## src/rtl/core_sequencer.sv

```systemverilog
// Multi-cycle RV32I control FSM: sequences fetch/decode/execute/mem/writeback over a single
// shared memory port and drives datapath enables, ALU control and the memory handshake.
module core_sequencer #(
  parameter int unsigned TIMEOUT = 255,
  parameter int unsigned CNT_W   = 8
) (
  input  logic        clk,
  input  logic        reset,
  input  logic [31:0] instr,
  input  logic        isZero,
  input  logic        mem_ready,
  output logic        mem_req,
  output logic        mem_we,
  output logic        mem_is_fetch,
  output logic        instr_we,
  output logic        pc_we,
  output logic        regWrite,
  output logic        isALUreg,
  output logic        isJAL,
  output logic        isJALR,
  output logic        isBranch,
  output logic        isLUI,
  output logic        isAUIPC,
  output logic        isLoad,
  output logic        isStore,
  output logic [3:0]  aluControl,
  output logic        branch_taken,
  output logic        fault,
  output logic [31:0] instret,
  output logic [2:0]  state
);

  typedef enum logic [2:0] {
    StStart   = 3'd0,
    StFetch   = 3'd1,
    StDecode  = 3'd2,
    StExecute = 3'd3,
    StMem     = 3'd4,
    StWb      = 3'd5,
    StTrap    = 3'd7
  } state_e;

  state_e             state_q, state_d;
  logic [31:0]        instret_q, instret_d;
  logic               fault_q, fault_d;
  logic [CNT_W-1:0]   cnt_q, cnt_d;
  logic [31:0]        cnt_ext;
  logic               timeout_hit;

  logic [6:0] opcode;
  logic [2:0] funct3;
  logic       is_lui, is_auipc, is_jal, is_jalr, is_branch, is_load, is_store;
  logic       is_opimm, is_op, legal, dec_valid;
  logic [3:0] alu_ctl;
  logic       br_cond;

  logic unused_instr;
  assign unused_instr = ^{instr[31], instr[29:15], instr[11:7]};

  assign opcode    = instr[6:0];
  assign funct3    = instr[14:12];
  assign is_lui    = (opcode == 7'b0110111);
  assign is_auipc  = (opcode == 7'b0010111);
  assign is_jal    = (opcode == 7'b1101111);
  assign is_jalr   = (opcode == 7'b1100111);
  assign is_branch = (opcode == 7'b1100011);
  assign is_load   = (opcode == 7'b0000011);
  assign is_store  = (opcode == 7'b0100011);
  assign is_opimm  = (opcode == 7'b0010011);
  assign is_op     = (opcode == 7'b0110011);
  // Every legal opcode ends in 2'b11, so this also rejects compressed encodings.
  assign legal = is_lui | is_auipc | is_jal | is_jalr | is_branch | is_load | is_store |
                 is_opimm | is_op;

  assign dec_valid = (state_q == StDecode) || (state_q == StExecute) ||
                     (state_q == StMem) || (state_q == StWb);

  assign isALUreg = dec_valid & is_op;
  assign isJAL    = dec_valid & is_jal;
  assign isJALR   = dec_valid & is_jalr;
  assign isBranch = dec_valid & is_branch;
  assign isLUI    = dec_valid & is_lui;
  assign isAUIPC  = dec_valid & is_auipc;
  assign isLoad   = dec_valid & is_load;
  assign isStore  = dec_valid & is_store;

  always_comb begin
    alu_ctl = 4'b0000;
    if (is_op) begin
      alu_ctl = {((funct3 == 3'b000) || (funct3 == 3'b101)) & instr[30], funct3};
    end else if (is_opimm) begin
      alu_ctl = {(funct3 == 3'b101) & instr[30], funct3};
    end else if (is_branch) begin
      case (funct3[2:1])
        2'b00:   alu_ctl = 4'b1000;
        2'b10:   alu_ctl = 4'b0010;
        2'b11:   alu_ctl = 4'b0011;
        default: alu_ctl = 4'b0000;
      endcase
    end
  end

  assign aluControl = dec_valid ? alu_ctl : 4'b0000;

  // The ALU computes equality for BEQ/BNE and a set-less-than for the ordered compares,
  // so zero means "not less than" in the latter case.
  always_comb begin
    case (funct3)
      3'b000:         br_cond = isZero;
      3'b001:         br_cond = ~isZero;
      3'b100, 3'b110: br_cond = ~isZero;
      3'b101, 3'b111: br_cond = isZero;
      default:        br_cond = 1'b0;
    endcase
  end

  assign branch_taken = (state_q == StExecute) & is_branch & br_cond;

  assign cnt_ext     = 32'(cnt_q) + 32'd1;
  assign timeout_hit = (TIMEOUT != 0) && (cnt_ext == TIMEOUT);

  always_comb begin
    state_d      = state_q;
    mem_req      = 1'b0;
    mem_we       = 1'b0;
    mem_is_fetch = 1'b0;
    instr_we     = 1'b0;
    pc_we        = 1'b0;
    regWrite     = 1'b0;
    case (state_q)
      StStart: state_d = StFetch;
      StFetch: begin
        mem_req      = 1'b1;
        mem_is_fetch = 1'b1;
        if (mem_ready) begin
          instr_we = 1'b1;
          state_d  = StDecode;
        end else if (timeout_hit) begin
          state_d = StTrap;
        end
      end
      StDecode: state_d = legal ? StExecute : StTrap;
      StExecute: begin
        if (is_load || is_store) begin
          state_d = StMem;
        end else begin
          pc_we    = 1'b1;
          regWrite = ~is_branch;
          state_d  = StFetch;
        end
      end
      StMem: begin
        mem_req = 1'b1;
        mem_we  = is_store;
        if (mem_ready) begin
          if (is_store) begin
            pc_we   = 1'b1;
            state_d = StFetch;
          end else begin
            state_d = StWb;
          end
        end else if (timeout_hit) begin
          state_d = StTrap;
        end
      end
      StWb: begin
        regWrite = 1'b1;
        pc_we    = 1'b1;
        state_d  = StFetch;
      end
      StTrap:  state_d = StTrap;
      default: state_d = StTrap;
    endcase
  end

  always_comb begin
    if (((state_d != state_q) && ((state_d == StFetch) || (state_d == StMem))) || mem_ready) begin
      cnt_d = '0;
    end else if (mem_req) begin
      cnt_d = cnt_ext[CNT_W-1:0];
    end else begin
      cnt_d = cnt_q;
    end
    fault_d   = fault_q | (state_d == StTrap);
    instret_d = instret_q + 32'(pc_we);
  end

  always_ff @(posedge clk or posedge reset) begin
    if (reset) begin
      state_q   <= StStart;
      instret_q <= '0;
      fault_q   <= 1'b0;
      cnt_q     <= '0;
    end else begin
      state_q   <= state_d;
      instret_q <= instret_d;
      fault_q   <= fault_d;
      cnt_q     <= cnt_d;
    end
  end

  assign state   = state_q;
  assign instret = instret_q;
  assign fault   = fault_q;

endmodule

```

## config.mk

```make
export PLATFORM = sky130hd
export DESIGN_NAME = core_sequencer
export DESIGN_NICKNAME = d
export VERILOG_FILES = /design/src/rtl/core_sequencer.sv
export SDC_FILE = /design/constraint.sdc
export NUM_CORES = 1
export LEC_CHECK = 0
export ABC_AREA = 1
export CORE_ASPECT_RATIO = 0.7
export CORE_MARGIN = 2
export CORE_UTILIZATION = 30
export DETAILED_ROUTE_END_ITERATION = 8
export PLACE_DENSITY = 0.61
export SKIP_CTS_REPAIR_TIMING = 1
export SLEW_MARGIN = 20
export SYNTH_ARGS = -nofsm -noshare
export SYNTH_HDL_FRONTEND = slang
export SYNTH_SLANG_ARGS = --single-unit
```

## constraint.sdc

```tcl
create_clock -name clk -period 3.3 [get_ports clk]
set_input_delay 0.825 -clock clk [delete_from_list [all_inputs] [get_ports clk]]
set_output_delay 0.825 -clock clk [all_outputs]
set_load 0.005 [all_outputs]
```

# [Yosys cells after proc, flatten, opt, wreduce, memory -nomap -nowiden]
# Index checks and enable logic that the tools add are counted.
[classes] muxes=26 add_sub_neg=2 eq_ne=26 reduce_logical=16 n_bitwise=23
[ops] operator="32-bit by 1-bit adder with 32-bit output" count=1
[ops] operator="3-bit == test (second input constant)" count=8
[ops] operator="7-bit by 6-bit == test with 1-bit output (second input constant)" count=3
[ops] operator="7-bit == test (second input constant)" count=3
[ops] operator="3-bit two-way mux" count=6
[ops] operator="4-bit two-way mux" count=4
[ops] operator="8-bit two-way mux" count=2
[ops] operator="3-bit case mux with 5 select lines" count=1
[ops] operator="7-bit by 5-bit == test with 1-bit output (second input constant)" count=2
[ops] operator="1-bit bitwise AND" count=12
[ops] operator="4-bit case mux with 3 select lines" count=1
[ops] operator="8-bit by 1-bit adder with 9-bit output (second input constant)" count=1
[ops] operator="3-bit by 1-bit == test with 1-bit output (second input constant)" count=3
[ops] operator="9-bit by 8-bit == test with 1-bit output (second input constant)" count=1
[ops] operator="1-bit two-way mux" count=9
[ops] operator="1-bit bitwise OR" count=9
[ops] operator="7-bit by 2-bit == test with 1-bit output (second input constant)" count=1
[ops] operator="1-bit logical OR" count=7
[ops] operator="3-bit by 2-bit == test with 1-bit output (second input constant)" count=2
[ops] operator="3-bit logical NOT" count=2
[ops] operator="3-bit OR reduction" count=2
[ops] operator="2-bit == test (second input constant)" count=2
[ops] operator="1-bit case mux with 2 select lines" count=2
[ops] operator="2-bit OR reduction" count=2
[ops] operator="other kinds (6)" count=7
[totals] inputBits=36 regBits=44 output_inout_bits=55 elab_cells=97

# [Longest topological paths before layout]
[logic_depth] depth_word=16 ltp_mapped=18 mapped_depth_nobuf=18

# [Least setup slack after synthesis]
# OpenSTA, ideal clock, no wires.
[synth_timing] path_type="input to register" start="in instr[1]" end="reg instret_q[28] (netlist: instret[28])" stages=17 required_time_ps=3178 setup_time_ps=122 arrival_time_ps=2914 path_buffers=0 setup_slack_ps=264 cell_sequence="nand2_1 -> nor3_2 -> nand3_1 -> nor2_1 -> o22a_1 -> ha_1 -> ha_1 -> nand3_1 -> nor2_1 -> nand2_1 -> nor3_4 -> inv_2 -> nor3_4 -> nand2_2 -> nor2_2 -> nand2_1 -> xor2_1"
[synth_via] elab_chain_cells=5 word_cells_on_any_way=8 cone_classes="add/sub: 1; eq/ne: 2; mux: 4; reduce/logical: 1"
[synth_rtl] element="start, declared" line_no="9" rtl="input logic [31:0] instr,"
[synth_rtl] element="7-bit by 6-bit == test with 1-bit output / 7-bit by 2-bit == test with 1-bit output (equally long branches)" line_no="68, 67"
[synth_rtl] element="1-bit two-way mux / 1-bit logical OR (equally long branches)" line_no="156, 144"
[synth_rtl] element="1-bit two-way mux (on tied branches)" line_no="155, 144"
[synth_rtl] element="1-bit case mux with 3 select lines (*)" line_no="130" rtl="case (state_q)"
[synth_rtl] element="via pc_we" line_no="16" rtl="output logic pc_we,"
[synth_rtl] element="32-bit by 1-bit adder with 32-bit output (*)" line_no="185" rtl="instret_d = instret_q + 32'(pc_we);"
[synth_rtl] element="via instret_d[28]" line_no="44" rtl="logic [31:0] instret_q, instret_d;"
[synth_rtl] element="end signal, assigned" line_no="196" rtl="instret_q <= instret_d;"
[synth_rtl] element="end, declared" line_no="44"
# The timed path passes the listed nets; every way through them passes the cells marked *.
# A chain may end at the register's enable or synchronous reset.

# [Final worst setup path]
[layout_timing] start="in instr[0]" end="out isLoad"
[layout_via] elab_chain_cells=2
[layout_rtl] element="7-bit by 2-bit == test with 1-bit output" line_no="67" rtl="assign is_load = (opcode == 7'b0000011);"
[layout_rtl] element="1-bit bitwise AND" line_no="84" rtl="assign isLoad = dec_valid & is_load;"
[layout_rtl] element="end, declared" line_no="24" rtl="output logic isLoad,"
# No other way between the ends.

==> results.json <==
{
  "powerDensity_nw_per_um2": 516,
  "synth_fp_nets": 377,
  "critical_path_class": "input port to output pin",
  "worst_path_dominant_cell_family": "buffers and inverters",
  "grt_overflow": 0,
  "clock-sinks": 44,
  "grt_start_max_net_pins": 24,
  "fp-row-count": 28,
  "slew_headroom_pct": 81.2,
  "placed_cells": 555,
  "antenna_found_initial": 0,
  "ant_nets": 0,
  "ir_drop_mv": 0.251,
  "numCtsBuffers": 5,
  "synth.distinct_cells": 32,
  "synthArstFlopShare_pct": 100,
  "finalHoldViolations": 0,
  "die_w_um": 116,
  "cts_root_buf": "clkbuf_16",
  "drtPass1Iterations": 4,
  "fin_crit_sh_pct": 95.3,
  "dieArea_um2": 9490,
  "clock_power_share_pct": 23.0,
  "post-dp-hpwl_um": 5360,
  "min_period_ns": 3.15,
  "clk_latency_ns": 0.28,
  "pwr-share-seq_pct": 36.7,
  "diodes": 0,
  "power.leakage_nw": 2.00,
  "core_area_um2": 8440,
  "combPwrFrac_pct": 40.2,
  "cell_internal_pwr_mw": 1.29,
  "whs_ns": 0.471,
  "slowest_delay_ns": 0.53,
  "yosysWarningCount": 0,
  "pin_count": 91,
  "final_cells": 566,
  "ys_seq_elements": 44,
  "start_kind": "input port",
  "grt.total_usage_pct": 15.0,
  "grt_pass1_vias": 2353,
  "drc": 0,
  "drt-total-wl_um": 6860,
  "timing.rr.end": "instret[28]",
  "crit_path_end": "isLoad",
  "dpl_cell_area_um2": 3690,
  "syn_inst": 335,
  "clock_path_buffers": 2,
  "cts_tree": "built",
  "crit_arrival_ns": 2.32,
  "h-tree-depth": 2,
  "crit_chain": "dlymetal6s2s_1 -> nand2_2 -> buf_4 -> buf_4 -> nor2_2 -> nand3_2 -> buf_4 -> nor3_1 -> clkdlybuf4s50_1",
  "tightest_slew_ns": 0.280,
  "nets": 488,
  "syn_to_final_growth_pct": 51.7,
  "ys_seq_area_share_pct": 42.1,
  "drive_gt1_share_pct": 17.0,
  "clock-skew-final_ns": 0.00495,
  "synthFlopType": "dfrtp_1",
  "portBuffers": 69,
  "wl_per_cell_um": 12.1,
  "drtIter0Drc": 157,
  "r2r_setup_slack_ns": 0.34,
  "synth_edf_count": 0,
  "setup_viol": 0,
  "worstPathRequired_ns": 2.47,
  "clk_pin_slew_worst_paths_ns": 0.06,
  "syn_area_um2": 2620,
  "start_util_pct": 31.0,
  "grt_pass1_wl_um": 11100,
  "cpMaxStageDelayCell": "clkdlybuf4s50_1",
  "hold_path_class": "flop to flop",
  "p_sw_uw": 754,
  "crit_start": "instr[0]",
  "r2r_start": "state[2]",
  "gp_congestion": 0.821,
  "drv_cap": 0,
  "swShare_pct": 36.9,
  "die_h_um": 82.1,
  "vias": 2498,
  "end_kind": "output pin",
  "via_per_inst": 4.41,
  "worstPathMaxFanout": 3,
  "critPathBufInv": 5,
  "avgSynthCellArea_um2": 7.81,
  "ff2ff_path_depth": 17,
  "critical_path_depth": 9,
  "status": "completed",
  "max_freq_ghz": 0.318,
  "cp_common_cell": "buf_4",
  "stdcell_area_um2": 3970,
  "fin_util_pct": 47.0,
  "report.final.slew_viol_count": 0
}
worst min-delay path by stage:
stage	start	endpoint	cells after the start
2_1_floorplan	instret[31]	instret[31]	1
3_3_place_gp	instret[31]	instret[31]	1
3_5_place_dp	instret[31]	instret[31]	1
4_1_cts	instret[31]	instret[31]	1
5_1_grt	instret[31]	instret[31]	1
6_report	instret[31]	instret[31]	1
placed cells by master (no fill, tap or decap), types with 6 or more instances in the layout:
cell	netlist	layout
nand2_1	79	78
clkdlybuf4s50_1	0	58
nor2_1	49	45
dfrtp_1	44	44
inv_1	42	40
buf_4	1	37
xor2_1	23	23
nor3_1	15	15
nand3_1	18	14
dlymetal6s2s_1	0	11
o21ai_0	10	10
xnor2_1	9	9
nor2_2	2	6
nand4_1	6	6
area by class of cell:
type / count / area, µm²
Sequential cell: 44 / 1100
Inverter: 45 / 169
Tap cell: 120 / 150
Clock buffer: 5 / 125
Fill cell: 839 / 4480
Clock inverter: 2 / 12.5
Multi-Input combinational cell: 244 / 1410
Timing Repair Buffer: 106 / 996
worst register-to-register path, stage by stage (launching register included):
cell,delay [ns]
dfrtp_1,0.45
inv_1,0.10
nor3_1,0.22
inv_1,0.17
nor2_2,0.13
o22a_1,0.21
ha_4,0.16
ha_4,0.13
nand3_2,0.07
nor2_1,0.11
nand2_1,0.10
nor3_4,0.24
inv_2,0.09
nor3_4,0.22
nand2_2,0.09
nor2_2,0.12
nand2_1,0.08
xor2_1,0.15
through the flow:
step / worst slack, ns / total power, mW / TNS, ns
finish: 0.154 / 2.04 / 0
global route: -0.0186 / 2.20 / -0.0337
CTS: -0.249 / 2.03 / -1.67
detailed placement: -0.388 / 1.55 / -5.45
floorplan: 0.264 / 1.21 / 0
global placement: -0.326 / 1.53 / -4.69
registers in the layout, indices dropped and copies added (netlist names):
register  flops
cnt_q         8
fault         1
instret      32
state         3
logic make-up (layout without fill, tap and decap cells):
logic type / after synthesis / in the layout / synth area share (%)
AO/OA/AOI/OAI: 20 / 20 / 4.55
XOR/XNOR: 32 / 32 / 10.7
adder cells (fa/ha/maj): 6 / 6 / 2.87
buffers and inverters: 47 / 158 / 6.89
flip-flops: 44 / 44 / 42.1
AND/OR/NAND/NOR: 186 / 186 / 32.9
synthesized netlist by cell type (2+ instances only):
cell type	instances	area [µm²]
nand2_1	79	297
nor2_1	49	184
dfrtp_1	44	1100
inv_1	42	158
xor2_1	23	201
nand3_1	18	90.1
nor3_1	15	75.1
o21ai_0	10	50.1
xnor2_1	9	78.8
ha_1	6	75.1
nand4_1	6	37.5
a21oi_1	4	20.0
nand2_2	4	25.0
inv_2	3	11.3
nor2_2	2	12.5
nor2_4	2	22.5
nor3_4	2	32.5
nor4_2	2	25.0
o21bai_1	2	15.0
power by group through the flow:
stage | clock network [mW] | registers [mW] | logic, mW
final | 0.471 | 0.751 | 0.823
after global routing | 0.506 | 0.768 | 0.930
after CTS | 0.483 | 0.743 | 0.807
after detailed placement | 0 | 0.751 | 0.803
after global placement | 0 | 0.747 | 0.787
after floorplan | 0 | 0.722 | 0.484
layer usage:
metal	global-route usage, %	part of all wire (%)	up-vias
met5	0	0	-
met4	4.58	0.92	0
met3	2.92	3.4	4
met2	22.7	45	40
met1	21.6	50	1170
li1	-	-	1284
No activity file was read; power rests on OpenSTA's default activity.
